--- src/rtl/mem_arbiter.sv ---
// Single-RAM-port arbiter between I-fetch and D-access; D favoured, I guaranteed service after
// STARVE_MAX consecutive D grants, and any grant aborted after TIMEOUT cycles without ack.
module mem_arbiter #(
  parameter int STARVE_MAX = 4,
  parameter int TIMEOUT    = 255
) (
  input  logic        CLK,
  input  logic        RST,
  input  logic        iREN,
  input  logic [31:0] iaddr,
  input  logic        dREN,
  input  logic        dWEN,
  input  logic [31:0] daddr,
  input  logic [31:0] dstore,
  input  logic        ram_ack,
  input  logic [31:0] ramload,
  output logic        ramREN,
  output logic        ramWEN,
  output logic [31:0] ramaddr,
  output logic [31:0] ramstore,
  output logic        ihit,
  output logic        dhit,
  output logic [31:0] iload,
  output logic [31:0] dload,
  output logic        timeout_err
);

  localparam int SW = ($clog2(STARVE_MAX + 1) > 3) ? $clog2(STARVE_MAX + 1) : 3;
  localparam logic [SW-1:0] STARVE_LIM = SW'(STARVE_MAX);
  localparam logic [SW-1:0] STREAK_ONE = SW'(1);
  localparam logic [7:0]    TLIM       = 8'(TIMEOUT);

  typedef enum logic [1:0] {IDLE, IGRANT, DGRANT} state_e;

  state_e        state_q, state_d;
  logic [SW-1:0] dstreak_q, dstreak_d;
  logic [7:0]    tcnt_q, tcnt_d;

  logic d_req;
  logic expired;

  assign d_req   = dREN | dWEN;
  assign expired = (tcnt_q == TLIM);

  always_ff @(posedge CLK) begin
    if (RST) begin
      state_q   <= IDLE;
      dstreak_q <= '0;
      tcnt_q    <= '0;
    end else begin
      state_q   <= state_d;
      dstreak_q <= dstreak_d;
      tcnt_q    <= tcnt_d;
    end
  end

  always_comb begin
    state_d     = state_q;
    dstreak_d   = dstreak_q;
    tcnt_d      = tcnt_q;
    ramREN      = 1'b0;
    ramWEN      = 1'b0;
    ramaddr     = 32'h0;
    ramstore    = 32'h0;
    ihit        = 1'b0;
    dhit        = 1'b0;
    iload       = 32'h0;
    dload       = 32'h0;
    timeout_err = 1'b0;

    case (state_q)
      IDLE: begin
        tcnt_d = 8'h0;
        // Streak only counts D wins taken while I was waiting; it stops growing at the limit.
        if (d_req && (!iREN || dstreak_q < STARVE_LIM)) begin
          state_d = DGRANT;
          if (iREN) dstreak_d = dstreak_q + STREAK_ONE;
        end else if (iREN) begin
          state_d   = IGRANT;
          dstreak_d = '0;
        end
      end
      IGRANT: begin
        ramREN      = iREN;
        ramaddr     = iaddr;
        iload       = ramload;
        ihit        = iREN & ram_ack & ~expired;
        timeout_err = iREN & expired;
        if (!iREN || ram_ack || expired) state_d = IDLE;
        else                             tcnt_d  = tcnt_q + 8'd1;
      end
      DGRANT: begin
        ramREN      = dREN;
        ramWEN      = dWEN;
        ramaddr     = daddr;
        ramstore    = dstore;
        dload       = ramload;
        dhit        = d_req & ram_ack & ~expired;
        timeout_err = d_req & expired;
        if (!d_req || ram_ack || expired) state_d = IDLE;
        else                              tcnt_d  = tcnt_q + 8'd1;
      end
      default: state_d = IDLE;
    endcase

    if (!iREN) dstreak_d = '0;

    // Reset silences the port in the same cycle so an in-flight ack never produces a hit.
    if (RST) begin
      ramREN      = 1'b0;
      ramWEN      = 1'b0;
      ramaddr     = 32'h0;
      ramstore    = 32'h0;
      ihit        = 1'b0;
      dhit        = 1'b0;
      iload       = 32'h0;
      dload       = 32'h0;
      timeout_err = 1'b0;
    end
  end

endmodule
--- config.mk ---
export PLATFORM = sky130hd
export DESIGN_NAME = mem_arbiter
export DESIGN_NICKNAME = d
export VERILOG_FILES = /design/src/rtl/mem_arbiter.sv
export SDC_FILE = /design/constraint.sdc
export NUM_CORES = 1
export LEC_CHECK = 0
export BUFFER_PORTS_ARGS = -buffer_cell sky130_fd_sc_hd__clkbuf_2
export CAP_MARGIN = 20
export CORE_AREA = 2 2 104 106
export CTS_BUF_LIST = sky130_fd_sc_hd__clkbuf_8
export DETAILED_ROUTE_END_ITERATION = 10
export DIE_AREA = 0 0 106 108
export PLACE_DENSITY = 0.58
export SLEW_MARGIN = 20
export SYNTH_ARGS = -nofsm -noshare
export SYNTH_HDL_FRONTEND = slang
export SYNTH_SLANG_ARGS = --single-unit
--- constraint.sdc ---
create_clock -name CLK -period 2.4 [get_ports CLK]
set_input_delay 0.36 -clock CLK [delete_from_list [all_inputs] [get_ports CLK]]
set_output_delay 0.36 -clock CLK [all_outputs]
set_load 0.005 [all_outputs]
# Word-level counts from Yosys, hierarchy flattened
# Cells that the tools add are included.
# Widths: inputs -> output; s select.
# word_totals
ff_bits	13
elab_cells	63
# classes
addsub	2
order_cmp	1
eq_ne	8
muxes	27
bitwise_logic	9
reduce_logical	13
# ops
operator	count
$mux 32	7
$pmux 32 s2	1
$pmux 8 s3	1
$mux 8	2
$add 8x1->8 const B	1
$eq 8x8->1 const B	1
$mux 1	8
$mux 2	4
$ne 2x2->1 const B	4
$and 1x1->1	6
$pmux 2 s3	1
$reduce_and 3->1	2
$logic_or 1x1->1	5
$pmux 1 s2	2
$add 3x1->3 const B	1
$lt 3x3->1 const B	1
$mux 3	1
$ne 3x3->1 const B	1
$reduce_bool 3->1	1
$eq 2x1->1 const B	1
$eq 2x2->1 const B	1
$logic_not 1->1	2
$logic_not 2->1	1
$not 1->1	2
other kinds (3)	3

# Depth between registers and ports, before layout
# logic_depth
ltp_word	6
depth_mapped	8
depth_no_buf	6

# Least setup slack after synthesis
# Ideal clock, no wire load.
# synth_timing
path_kind	register to output
from	reg state_q[1]
to	out ramaddr[10]
arrival_time_ns	1.505
required_time_ns	2.040
slack_ns	0.535
stages_incl_launch_ff	8
path_buffers	3
path_cell_list	dfxtp_1 -> inv_1 -> ha_1 -> buf_2 -> nand2b_1 -> clkbuf_1 -> clkbuf_1 -> nor2_1
# synth_via
elab_chain_len	3
word_cells_on_any_way	4
classes_between	eq/ne: 2; mux: 2
# synth_rtl
item	line_no	rtl
from (decl)	35	state_e state_q, state_d;
from (signal assigned)	51	state_q <= state_d;
$eq 2x2->1 / $eq 2x1->1 (equally long branches)	71	case (state_q)
$pmux 32 s2 (*)	71	
$mux 32 (*)	109	if (RST) begin
to (decl)	19	output logic [31:0] ramaddr,
# Mark *: on every way between the ends. The rest lies on a longest branch, timed or not.

# Worst setup path after layout
# layout_timing
from	reg state_q[0]
to	out dhit
# layout_via
elab_chain_len	3
# layout_rtl
item	line_no	rtl
$eq 2x2->1	71	
$mux 1	71	
$mux 1	109	
to (decl)	22	output logic dhit,
# Every way passes these cells.

==> flow_summary.toml <==
[hold_path]
hold-path-cell-count = 2
hold_path_end = "state_q[1]$_SDFFE_PP0P_"
worstHoldStart = "RST"
min-delay-path-class = "in2reg"

[critical_path]
slack_of_the_worst_reg_to_reg_path_ns = 0.34
critical_path.slowest_cell = "ha_1"
crit_buf_inv = 3
regToRegEndpoint = "tcnt_q[2]$_SDFFE_PP0P_"
crit_path_cell_trace = "inv_1, ha_1, nor2b_4, buf_12, nand2_1, nor2_1, clkbuf_2"
timing.reg2reg.worst_path_depth = 6
cp_top_family = "simple AND/OR/NAND/NOR gates"
r2r_start = "state_q[1]$_SDFFE_PP0P_"
highest_fanout_seen_on_the_critical_path = 58
critical_path_class = "reg2out"
crit_path_end_kind = "output pin"
critical_path_arrival_ns = 1.87
start_kind = "flop"
slowest_delay_ns = 0.33
critPathRequiredTime_ns = 2.04

[finish]
post_route_cells_drive_above_1_share_pct = 53.75
layout.core_utilization_pct = 34.89
finish.instance_area_um2 = 3570
final_cell_count_no_fill = 684
final_common_cell = "clkbuf_2"
layout.nets = 687
most-common-layout-cells = "clkbuf_2 (266), and2_1 (98), nor2_1 (40)"
flow.area_growth_from_synthesis_pct = 72.80

[logic_synthesis]
synth_seq_cells = 13
synth.yosys.warnings = 0
async_reset_ff_share_pct = 0
post_synthesis_instance_area_um2 = 2066
ys_seq_area_share_pct = 12.60
synth-edff-count = 0
synth_area_per_cell_um2 = 6.932
synthCells = 298
post_synth_num_cell_types = 43
synth_fp_nets = 437
prevailing_post_synth_register_cell = "dfxtp_1"

[place]
standard_cell_area_after_detailed_placement_um2 = 3520
pre_cts_slack_ns = 0.3653
placement.io_buffers = 266
place.detailed.instances = 679
finalWeightedCongestion = 0.7963
dp.final_hpwl_um = 8373

[timing]
report.final.setup_viol = 0
timing.final.hold_violations = 0
finalSetupTns_ns = 0
max_slew_violations = 0
slew_headroom_pct = 67.94
max_slew.worst_pin.slew_ns = 0.4809
fmax_mhz = 448.0
timing.hold.ws_ns = 0.4808
final_critical_period_ns = 2.232
grt_setup_unrepaired = "no"
final_worst_path_cycle_share_pct = 93.01
clock_skew_ns = 0.003149
setup_slack_ns = 0.1678

[floorplanning]
initial_core_util_pct = 20.19
ios = 267
placementRows = 37
horizontal_extent_of_the_die_um = 106
core_area_um2 = 10230
fp.dieArea_um2 = 11450
dieHeight_um = 108

[routing]
num_vias = 3089
drt_first_iter_violations = 216
routed_via_density = 4.516
routedWlPerCell_um = 14.40
drcViolationCount = 0
antenna_left = 0
drt_pass1_iterations = 4
drt_wl_total_um = 9850

[global_route]
first_pass_grt_wire_length_um = 14160
globalRouteOverflowTotal = 0
global_route.usage.total_pct = 15.35
via_count_of_the_first_global_routing_pass = 2847
grt_start_max_net_pins = 59
antenna_found_initial = 1

[power]
irDropWorstVdd_uv = 136.1
power_density_nw_per_um2 = 281.6
finalPower_mw = 1.005
power.static_leakage_nw = 1.896

[job]
drv.max_cap_violation_count = 0

[clock_network]
tritoncts = "built"
clk_pin_slew_ns = 0.06
clockRootBuffer = "clkbuf_8"
postCtsHoldBufs = 0
post_cts_repair_setup_buffers = 0
cts_buffers = 3
ctsLongestPathBuffers = 2
h-tree-depth = 1
worstSkewPairLatency_ns = 0.24
clock_sinks = 13

[status]
status = "complete, no violations"
-- synth_stat cells, types with 2 or more instances --
| cell type | count | share of area, % |
|---|---|---|
| o21ai_0 | 2 | 0.48 |
| or3_1 | 5 | 1.5 |
| clkbuf_1 | 21 | 3.8 |
| nor2_1 | 40 | 7.3 |
| a21oi_1 | 2 | 0.48 |
| or2_2 | 2 | 0.61 |
| dfxtp_1 | 13 | 13 |
| o32ai_1 | 6 | 2.5 |
| nand4_1 | 2 | 0.61 |
| nand2_1 | 7 | 1.3 |
| a221oi_2 | 6 | 4.4 |
| nor2b_1 | 3 | 0.91 |
| nand2b_1 | 4 | 1.2 |
| and2_1 | 98 | 30 |
| mux2i_1 | 3 | 1.5 |
| inv_1 | 12 | 2.2 |
| ha_1 | 5 | 3.0 |
| nand3_1 | 3 | 0.73 |
| a22oi_1 | 35 | 13 |
| buf_2 | 6 | 1.5 |
-- layout make-up --
class | count | area, µm²
fill | 1085 | 6661
multi-input combinational | 244 | 1643
timing repair buffer | 274 | 1404
sequential | 13 | 260.3
tap | 136 | 170.2
inverter | 12 | 45.04
clock buffer | 3 | 41.29
clock inverter | 1 | 3.754
antenna | 1 | 2.502
-- state kept, by name, summed over array words and instances, names as in the netlist --
register   cells
dstreak_q      3
state_q        2
tcnt_q         8
-- worst max path at each step --
| stage | slack, ns | to | from | cells past startpoint |
|---|---|---|---|---|
| finish | 0.17 | dhit | state_q[0]$_SDFFE_PP0P_ | 7 |
| global route | 0.04 | dhit | state_q[0]$_SDFFE_PP0P_ | 7 |
| CTS | 0.12 | iload[14] | state_q[1]$_SDFFE_PP0P_ | 7 |
| detailed placement | 0.37 | tcnt_q[7]$_SDFFE_PP0P_ | state_q[1]$_SDFFE_PP0P_ | 6 |
| global placement | 0.45 | timeout_err | tcnt_q[0]$_SDFFE_PP0P_ | 5 |
| floorplan | 0.53 | ramaddr[10] | state_q[1]$_SDFFE_PP0P_ | 7 |
-- repair_timing --
item	4_1_cts	5_1_grt
resized for setup	0	1
endpoints found under the hold margin	0	0
endpoints found under the setup margin	0	2
-- logic make-up after synthesis --
family	Yosys count	share of synthesized area [%]
simple gates	174	47.79
compound gates	62	26.77
buf+inv	41	8.359
flops	13	12.60
fa+ha+maj	5	3.028
mux	3	1.454
-- metal layers --
metal	routed length [µm]	GRT usage, %	share of wire, %	vias to the layer above
met4	102	4.323	1.0	0
met2	4674	25.62	47	187
met5	0	0	0	-
met1	4047	19.39	41	1374
met3	1027	4.340	10	8
li1	-	-	-	1520
-- report_power, final --
part           switching (mW)  internal (mW)
Sequential            0.00575          0.224
Combinational           0.298          0.285
Clock                  0.0795          0.113
Total                   0.383          0.622
-- worst register-to-register path, stage by stage (launching register included) --
cell and delay [ns]:
dfxtp_1 0.32, inv_1 0.12, ha_1 0.34, or3b_1 0.60
o21a_4 0.25, a221oi_2 0.18, o32ai_1 0.11
Power figures use the tool's default switching activity.
